$ cat config.mk
export PLATFORM = sky130hd
export DESIGN_NAME = ex_mem_pipe_reg
export DESIGN_NICKNAME = d
export VERILOG_FILES = /design/src/rtl/ex_mem_pipe_reg.sv
export SDC_FILE = /design/constraint.sdc
export NUM_CORES = 1
export LEC_CHECK = 0
export ABC_AREA = 1
export CELL_PAD_IN_SITES_DETAIL_PLACEMENT = 1
export CELL_PAD_IN_SITES_GLOBAL_PLACEMENT = 2
export CORE_MARGIN = 2
export CORE_UTILIZATION = 21
export CTS_CLUSTER_DIAMETER = 80
export DETAILED_ROUTE_END_ITERATION = 8
export PLACE_DENSITY_LB_ADDON = 0.1
export RECOVER_POWER = 100
export SETUP_SLACK_MARGIN = 0.1
export SYNTH_ARGS = -nofsm -noshare
export SYNTH_HDL_FRONTEND = slang
export SYNTH_SLANG_ARGS = --single-unit
$ cat constraint.sdc
create_clock -name clk -period 1.8 [get_ports clk]
set_clock_uncertainty 0.2 [all_clocks]
set_input_delay 0.36 -clock clk [delete_from_list [all_inputs] [get_ports clk]]
set_output_delay 0.36 -clock clk [all_outputs]
set_load 0.05 [all_outputs]
$ cat src/rtl/ex_mem_pipe_reg.sv
// ex_mem_pipe_reg
//   EX/MEM pipeline register with valid bit, stall (hold), flush (bubble),
//   BEQ/BNE branch sense and a registered branch-taken decision. Two
//   saturating event counters (stalls, flushes) feed the debug path.
//
// Ports
//   clk, rst          : rising-edge clock, synchronous active-high reset
//   iStall / iFlush   : hold stage / load bubble (flush wins over stall)
//   iValid, i<ctrl>   : EX-stage valid and control bits
//   iBranchNe, iZFlag : branch sense (0=BEQ, 1=BNE) and ALU zero flag
//   iBranchResult, iAluRes, iData2, iRegDestMux : datapath fields
//   o*                : registered copies of the above
//   oBranchTaken      : captured instruction is a taken branch
//   oStallCount, oFlushCount : saturating event counters
module ex_mem_pipe_reg #(
  parameter int DATA_W     = 32,
  parameter int REG_ADDR_W = 5,
  parameter int CNT_W      = 16
) (
  input  logic                  clk,
  input  logic                  rst,
  input  logic                  iStall,
  input  logic                  iFlush,
  input  logic                  iValid,
  input  logic                  iRegWrite,
  input  logic                  iMemToReg,
  input  logic                  iMemWrite,
  input  logic                  iMemRead,
  input  logic                  iMemBranch,
  input  logic                  iBranchNe,
  input  logic [DATA_W-1:0]     iBranchResult,
  input  logic                  iZFlag,
  input  logic [DATA_W-1:0]     iAluRes,
  input  logic [DATA_W-1:0]     iData2,
  input  logic [REG_ADDR_W-1:0] iRegDestMux,
  output logic                  oValid,
  output logic                  oRegWrite,
  output logic                  oMemToReg,
  output logic                  oMemWrite,
  output logic                  oMemRead,
  output logic                  oMemBranch,
  output logic                  oBranchNe,
  output logic                  oZFlag,
  output logic [DATA_W-1:0]     oBranchResult,
  output logic [DATA_W-1:0]     oAluRes,
  output logic [DATA_W-1:0]     oData2,
  output logic [REG_ADDR_W-1:0] oRegDestMux,
  output logic                  oBranchTaken,
  output logic [CNT_W-1:0]      oStallCount,
  output logic [CNT_W-1:0]      oFlushCount
);

  typedef struct packed {
    logic                  valid;
    logic                  regWrite;
    logic                  memToReg;
    logic                  memWrite;
    logic                  memRead;
    logic                  memBranch;
    logic                  branchNe;
    logic                  zFlag;
    logic                  branchTaken;
    logic [DATA_W-1:0]     branchResult;
    logic [DATA_W-1:0]     aluRes;
    logic [DATA_W-1:0]     data2;
    logic [REG_ADDR_W-1:0] regDest;
  } stage_t;

  // Per-cycle mode; there is no multi-cycle state, so this is pure decode.
  typedef enum logic [1:0] {
    MODE_LOAD   = 2'd0,
    MODE_HOLD   = 2'd1,
    MODE_BUBBLE = 2'd2
  } mode_t;

  mode_t             mode;
  stage_t            stageQ, stageD;
  logic [CNT_W-1:0]  stallCnt, flushCnt;

  always_comb begin
    mode = MODE_LOAD;
    if (iFlush)      mode = MODE_BUBBLE;
    else if (iStall) mode = MODE_HOLD;
  end

  always_comb begin
    stageD = stageQ;
    unique case (mode)
      MODE_BUBBLE: stageD = '0;
      MODE_HOLD:   stageD = stageQ;
      default: begin
        stageD.valid        = iValid;
        // Side-effecting controls are gated so an invalid slot never writes.
        stageD.regWrite     = iRegWrite  & iValid;
        stageD.memToReg     = iMemToReg;
        stageD.memWrite     = iMemWrite  & iValid;
        stageD.memRead      = iMemRead   & iValid;
        stageD.memBranch    = iMemBranch & iValid;
        stageD.branchNe     = iBranchNe;
        stageD.zFlag        = iZFlag;
        // BEQ taken on Z=1, BNE taken on Z=0.
        stageD.branchTaken  = iValid & iMemBranch & (iZFlag ^ iBranchNe);
        stageD.branchResult = iBranchResult;
        stageD.aluRes       = iAluRes;
        stageD.data2        = iData2;
        stageD.regDest      = iRegDestMux;
      end
    endcase
  end

  always_ff @(posedge clk) begin
    if (rst) begin
      stageQ   <= '0;
      stallCnt <= '0;
      flushCnt <= '0;
    end else begin
      stageQ <= stageD;
      if (mode == MODE_HOLD && stallCnt != '1)   stallCnt <= stallCnt + 1'b1;
      if (mode == MODE_BUBBLE && flushCnt != '1) flushCnt <= flushCnt + 1'b1;
    end
  end

  assign oValid        = stageQ.valid;
  assign oRegWrite     = stageQ.regWrite;
  assign oMemToReg     = stageQ.memToReg;
  assign oMemWrite     = stageQ.memWrite;
  assign oMemRead      = stageQ.memRead;
  assign oMemBranch    = stageQ.memBranch;
  assign oBranchNe     = stageQ.branchNe;
  assign oZFlag        = stageQ.zFlag;
  assign oBranchTaken  = stageQ.branchTaken;
  assign oBranchResult = stageQ.branchResult;
  assign oAluRes       = stageQ.aluRes;
  assign oData2        = stageQ.data2;
  assign oRegDestMux   = stageQ.regDest;
  assign oStallCount   = stallCnt;
  assign oFlushCount   = flushCnt;

endmodule

## Yosys cells after proc, flatten, opt, wreduce, memory -nomap -nowiden

Cells that the tools add are included.
W data, S select, Z words.

| word-level totals | value |
|---|---|
| latch bits | 0 |
| word-level logic and storage cells | 32 |
| memory bits (writable) | 0 |
| bits in read-only memories | 0 |
| memories | 0 |
| bits in registers | 142 |

| cells by class | value |
|---|---|
| eq/ne operators | 4 |
| bitwise logic cells | 6 |
| multipliers | 0 |
| div/mod/pow operators | 0 |
| add/sub/neg operators | 2 |
| $lt $le $gt $ge | 0 |
| multiplexer cells | 3 |
| reduce and logical (&&, ||, !) cells | 2 |
| shifts and indexed selects | 0 |

Operators with widths:

| operator | number |
|---|---|
| $pmux W110 S2 | 1 |
| $add A16 B1 Y16 const B | 2 |
| $ne A16 B16 Y1 const B | 2 |
| $and A1 B1 Y1 | 5 |
| $eq A2 B1 Y1 const B | 1 |
| $eq A2 B2 Y1 const B | 1 |
| $logic_and A1 B1 Y1 | 2 |
| $mux W2 | 1 |
| $mux W1 | 1 |
| $xor A1 B1 Y1 | 1 |

## Logic depth before layout (Yosys ltp)

| depth | value |
|---|---|
| depth after elaboration | 4 |
| mapped depth | 10 |
| gate-level depth less buffers | 10 |

## Least setup slack after synthesis

OpenSTA, ideal clock, no wires.

| timing | value |
|---|---|
| path type | register to register |
| start | register stallCnt[0], in the netlist oStallCount[0] |
| end | register stallCnt[15], in the netlist oStallCount[15] |
| setup slack | -0.197 ns |
| arrival | 1.680 ns |
| required time | 1.483 ns |
| period minus slack after synthesis | 1.997 ns |
| cell stages (with the launch flop) | 8 |
| library setup time | 0.117 ns |
| cells stage by stage | dfxtp_1 ha_1 inv_1 nor2_2 nand4_4 buf_6 a21oi_1 nor2_1 |

| on the way | value |
|---|---|
| cells in the longest elaborated chain, start to end | 2 |

RTL lines:

| what | RTL line | source |
|---|---|---|
| start: declaration | 78 | `logic [CNT_W-1:0] stallCnt, flushCnt;` |
| start signal: assignment | 118 | `if (mode == MODE_HOLD && stallCnt != '1) stallCnt <= stallCnt + 1'b1;` |
| branches (longest 2 deep; another with $add A16 B1 Y16) | -- |  |

Several ways; the timed one is not identified.
A chain may end at the register's enable or synchronous reset.

## Worst setup path after layout

| timing | value |
|---|---|
| start | register stallCnt[8], in the netlist oStallCount[8] |
| end | output port oStallCount[8] |

RTL lines:

| what | RTL line | source |
|---|---|---|
| end: declaration | 49 | `output logic [CNT_W-1:0] oStallCount,` |

No word-level cell between the ends.

==> reports/metrics.csv <==
stage,metric,value,unit
floorplanning,core area,26200,µm²
grt,pin count of the biggest net entering global routing,58,
layout,FILL cells,3174,
cts,"CTS clk-pin slew, worst paths",0.07,ns
pwr,P per Cell Area,871,nW/µm²
cts,worst skew pair latency,0.42,ns
floorplanning,die area,28100,µm²
timing,RSZ-0062 raised after global routing,yes,
worst_setup_path,crit path buf inv count,2,
yosys,post-synth cell types,24,
floorplanning,Rows,59,
worst_setup_path,Critical-path top delay cell,dfxtp_2,
placed_design,Final GP Congestion,0.741,
min_path,Hold Crit Class,in2reg,
cts,CTS tree,done,
status,status,"finished, final reports clean",
timing,final setup violating endpoints,0,
timing,post-layout min period,1.67,ns
pwr,LEAKAGE,3.81,nW
layout,"commonest non-fill, non-tap cell in the layout",nor2_1,
layout,Layout area overhead,64.0,%
grt,global-route wire length before repair,33200,µm
grt,vias in the first global route,6031,
timing,highest clock rate,599,MHz
worst_setup_path,"delay-heaviest family, CP",buffers and inverters,
worst_setup_path,Crit Path Max Fanout,5,
grt,initial antenna violation count,3,
worst_setup_path,WP data required,1.24,ns
placed_design,Port-buffer cells,254,
flow_run,max_cap viols,0,
worst_setup_path,worst path cell trace,"clkbuf_2, buf_12",
layout,final net count,1162,
layout,share of post-route cells with drive strength above 1,26.0,%
floorplanning,Starting Density,21.5,%
pwr,Overall Power,8.04,mW
yosys,yosys warns,0,
worst_setup_path,type of destination of the critical path,output pin,
layout,Final Util,35.2,%
timing,Final period util,92.8,%
detailed_routing,First-pass DRT Iterations,4,
grt,GR Overflow Total,0,
worst_setup_path,crit start category,register,
yosys,Seq cells post-synth,142,
grt,Total GRT Usage,15.1,%
floorplanning,Chip Height,168,µm
yosys,mapped cell area,5620,µm²
placed_design,HPWL after detailed placement,15300,µm
cts,clock sink count,142,
timing,"Slew Viols, Final",0,
timing,max_slew headroom,72.4,%
layout,Multi-input gate area,2580,µm²
detailed_routing,drt wl/cell,15.2,µm
floorplanning,Die W,168,µm
worst_setup_path,max incr delay on CP,0.33,ns
timing,Slew @ Worst Pin,0.414,ns
layout,most frequent cells in the layout,"190 x nor2_1, 186 x nand2_1, 117 x clkbuf_2",
cts,H-tree lvl count,4,
timing,Hold Fails Final Rpt,0,
detailed_routing,Routed WL,21200,µm
floorplanning,io pins,255,
pwr,peak supply drop,0.531,mV
yosys,cell count after synthesis,777,
yosys,mean post-synth cell area,7.24,µm²
cts,clock root cell,clkbuf_16,
timing,Setup WS post-layout,0.129,ns
yosys,sequential area share after synthesis,50.5,%
detailed_routing,initial DRC count,235,
layout,register area,2900,µm²
cts,Clock Path Buffers,2,
yosys,syn_nets,892,
detailed_routing,Detail Route Antenna Nets,0,
detailed_routing,Via Count,5850,
worst_setup_path,critical path type,reg2out,
detailed_routing,number of vias per cell,4.19,
cts,TritonCTS buffer count,17,
placed_design,DP Worst Slack,-0.299,ns
detailed_routing,drc violations,0,
worst_setup_path,CP Data Arrival Time,1.11,ns
flip-flops by register name (all words and copies together), names as in the netlist, 5 cells and up:
register       cells
oFlushCount       16
oData2            32
oStallCount       16
oBranchResult     32
oAluRes           32
oRegDestMux        5
layer usage:
metal / wire length (µm) / up-vias / track usage [%]
met3: 1730 / 16 / 6.74
li1: - / 3011 / -
met1: 8910 / 2673 / 17.5
met2: 10300 / 146 / 25.0
met5: 27 / - / 0
met4: 213 / 4 / 4.35
through the flow:
stage	hold slack [ns]	setup TNS, ns	instances	cell area [µm²]
after floorplan	0.289	0	777	5670
final	0.235	0	1396	9220
after detailed placement	0.253	-20.21	1351	9370
after CTS	0.232	0	1383	9960
after global routing	0.231	0	1396	9220
after global placement	0.250	-20.01	1351	9370
cells by family after synthesis:
kind of cell | after synthesis | synth area share, %
AND/OR/NAND/NOR | 437 | 31.9
flip-flops | 142 | 50.5
AO/OA/AOI/OAI | 129 | 11.5
buffers and inverters | 66 | 5.43
adder cells (fa/ha/maj) | 2 | 0.445
XOR/XNOR | 1 | 0.156
worst min-delay path, stage by stage:
cell and delay [ns]:
buf_2 0.13, buf_12 0.19, a21oi_1 0.13
final timing paths:
path                            slack (ns)        endpoint            from  cells past startpoint
worst max register to register        0.16  oStallCount[5]  oStallCount[9]                      9
worst max-delay path                  0.13  oStallCount[8]  oStallCount[8]                      2
worst min-delay path                  0.23          oZFlag             rst                      3
worst min register to register        0.26          oZFlag          oZFlag                      2
where the power goes:
part / leakage [nW] / switching [mW] / total (mW) / internal (mW)
logic: 2.35 / 0.677 / 1.10 / 0.427
clock network: 0.286 / 1.54 / 3.65 / 2.11
registers: 1.17 / 0.0535 / 3.29 / 3.23
cells in the mapped netlist:
| library cell | instances | area, µm² |
|---|---|---|
| a21oi_1 | 72 | 360 |
| and3b_1 | 1 | 8.76 |
| buf_2 | 10 | 50.1 |
| buf_4 | 6 | 45.0 |
| buf_6 | 3 | 33.8 |
| clkbuf_1 | 22 | 82.6 |
| dfxtp_1 | 142 | 2840 |
| ha_1 | 2 | 25.0 |
| inv_1 | 22 | 82.6 |
| inv_2 | 3 | 11.3 |
| nand2_1 | 188 | 706 |
| nand2_2 | 4 | 25.0 |
| nand3_1 | 30 | 150 |
| nand3_2 | 1 | 10.0 |
| nand3_4 | 1 | 17.5 |
| nand4_1 | 2 | 12.5 |
| nand4_4 | 1 | 21.3 |
| nor2_1 | 196 | 736 |
| nor2_2 | 6 | 37.5 |
| nor2_4 | 6 | 67.6 |
| nor3_1 | 1 | 5.00 |
| o21ai_0 | 53 | 265 |
| o21ai_1 | 4 | 20.0 |
| xor2_1 | 1 | 8.76 |
final cells by class:
type                       count  area share (%)
clock buffer                  18            4.76
clock inverter                14            1.67
timing repair buffer         291            28.5
sequential                   142            31.4
multi-input combinational    570            28.0
inverter                      25            1.04
tap                          335            4.54
antenna                        1          0.0271
repair_timing:
action                                  in CTS  in global routing
buffers inserted                             0                 11
endpoints found under the setup margin       1                 31
pin swaps                                    0                 13
cloned                                       0                  1
hold buffers                                 0                  0
resized for setup                            0                 37
Note: power is estimated with default switching activity, not from simulation.
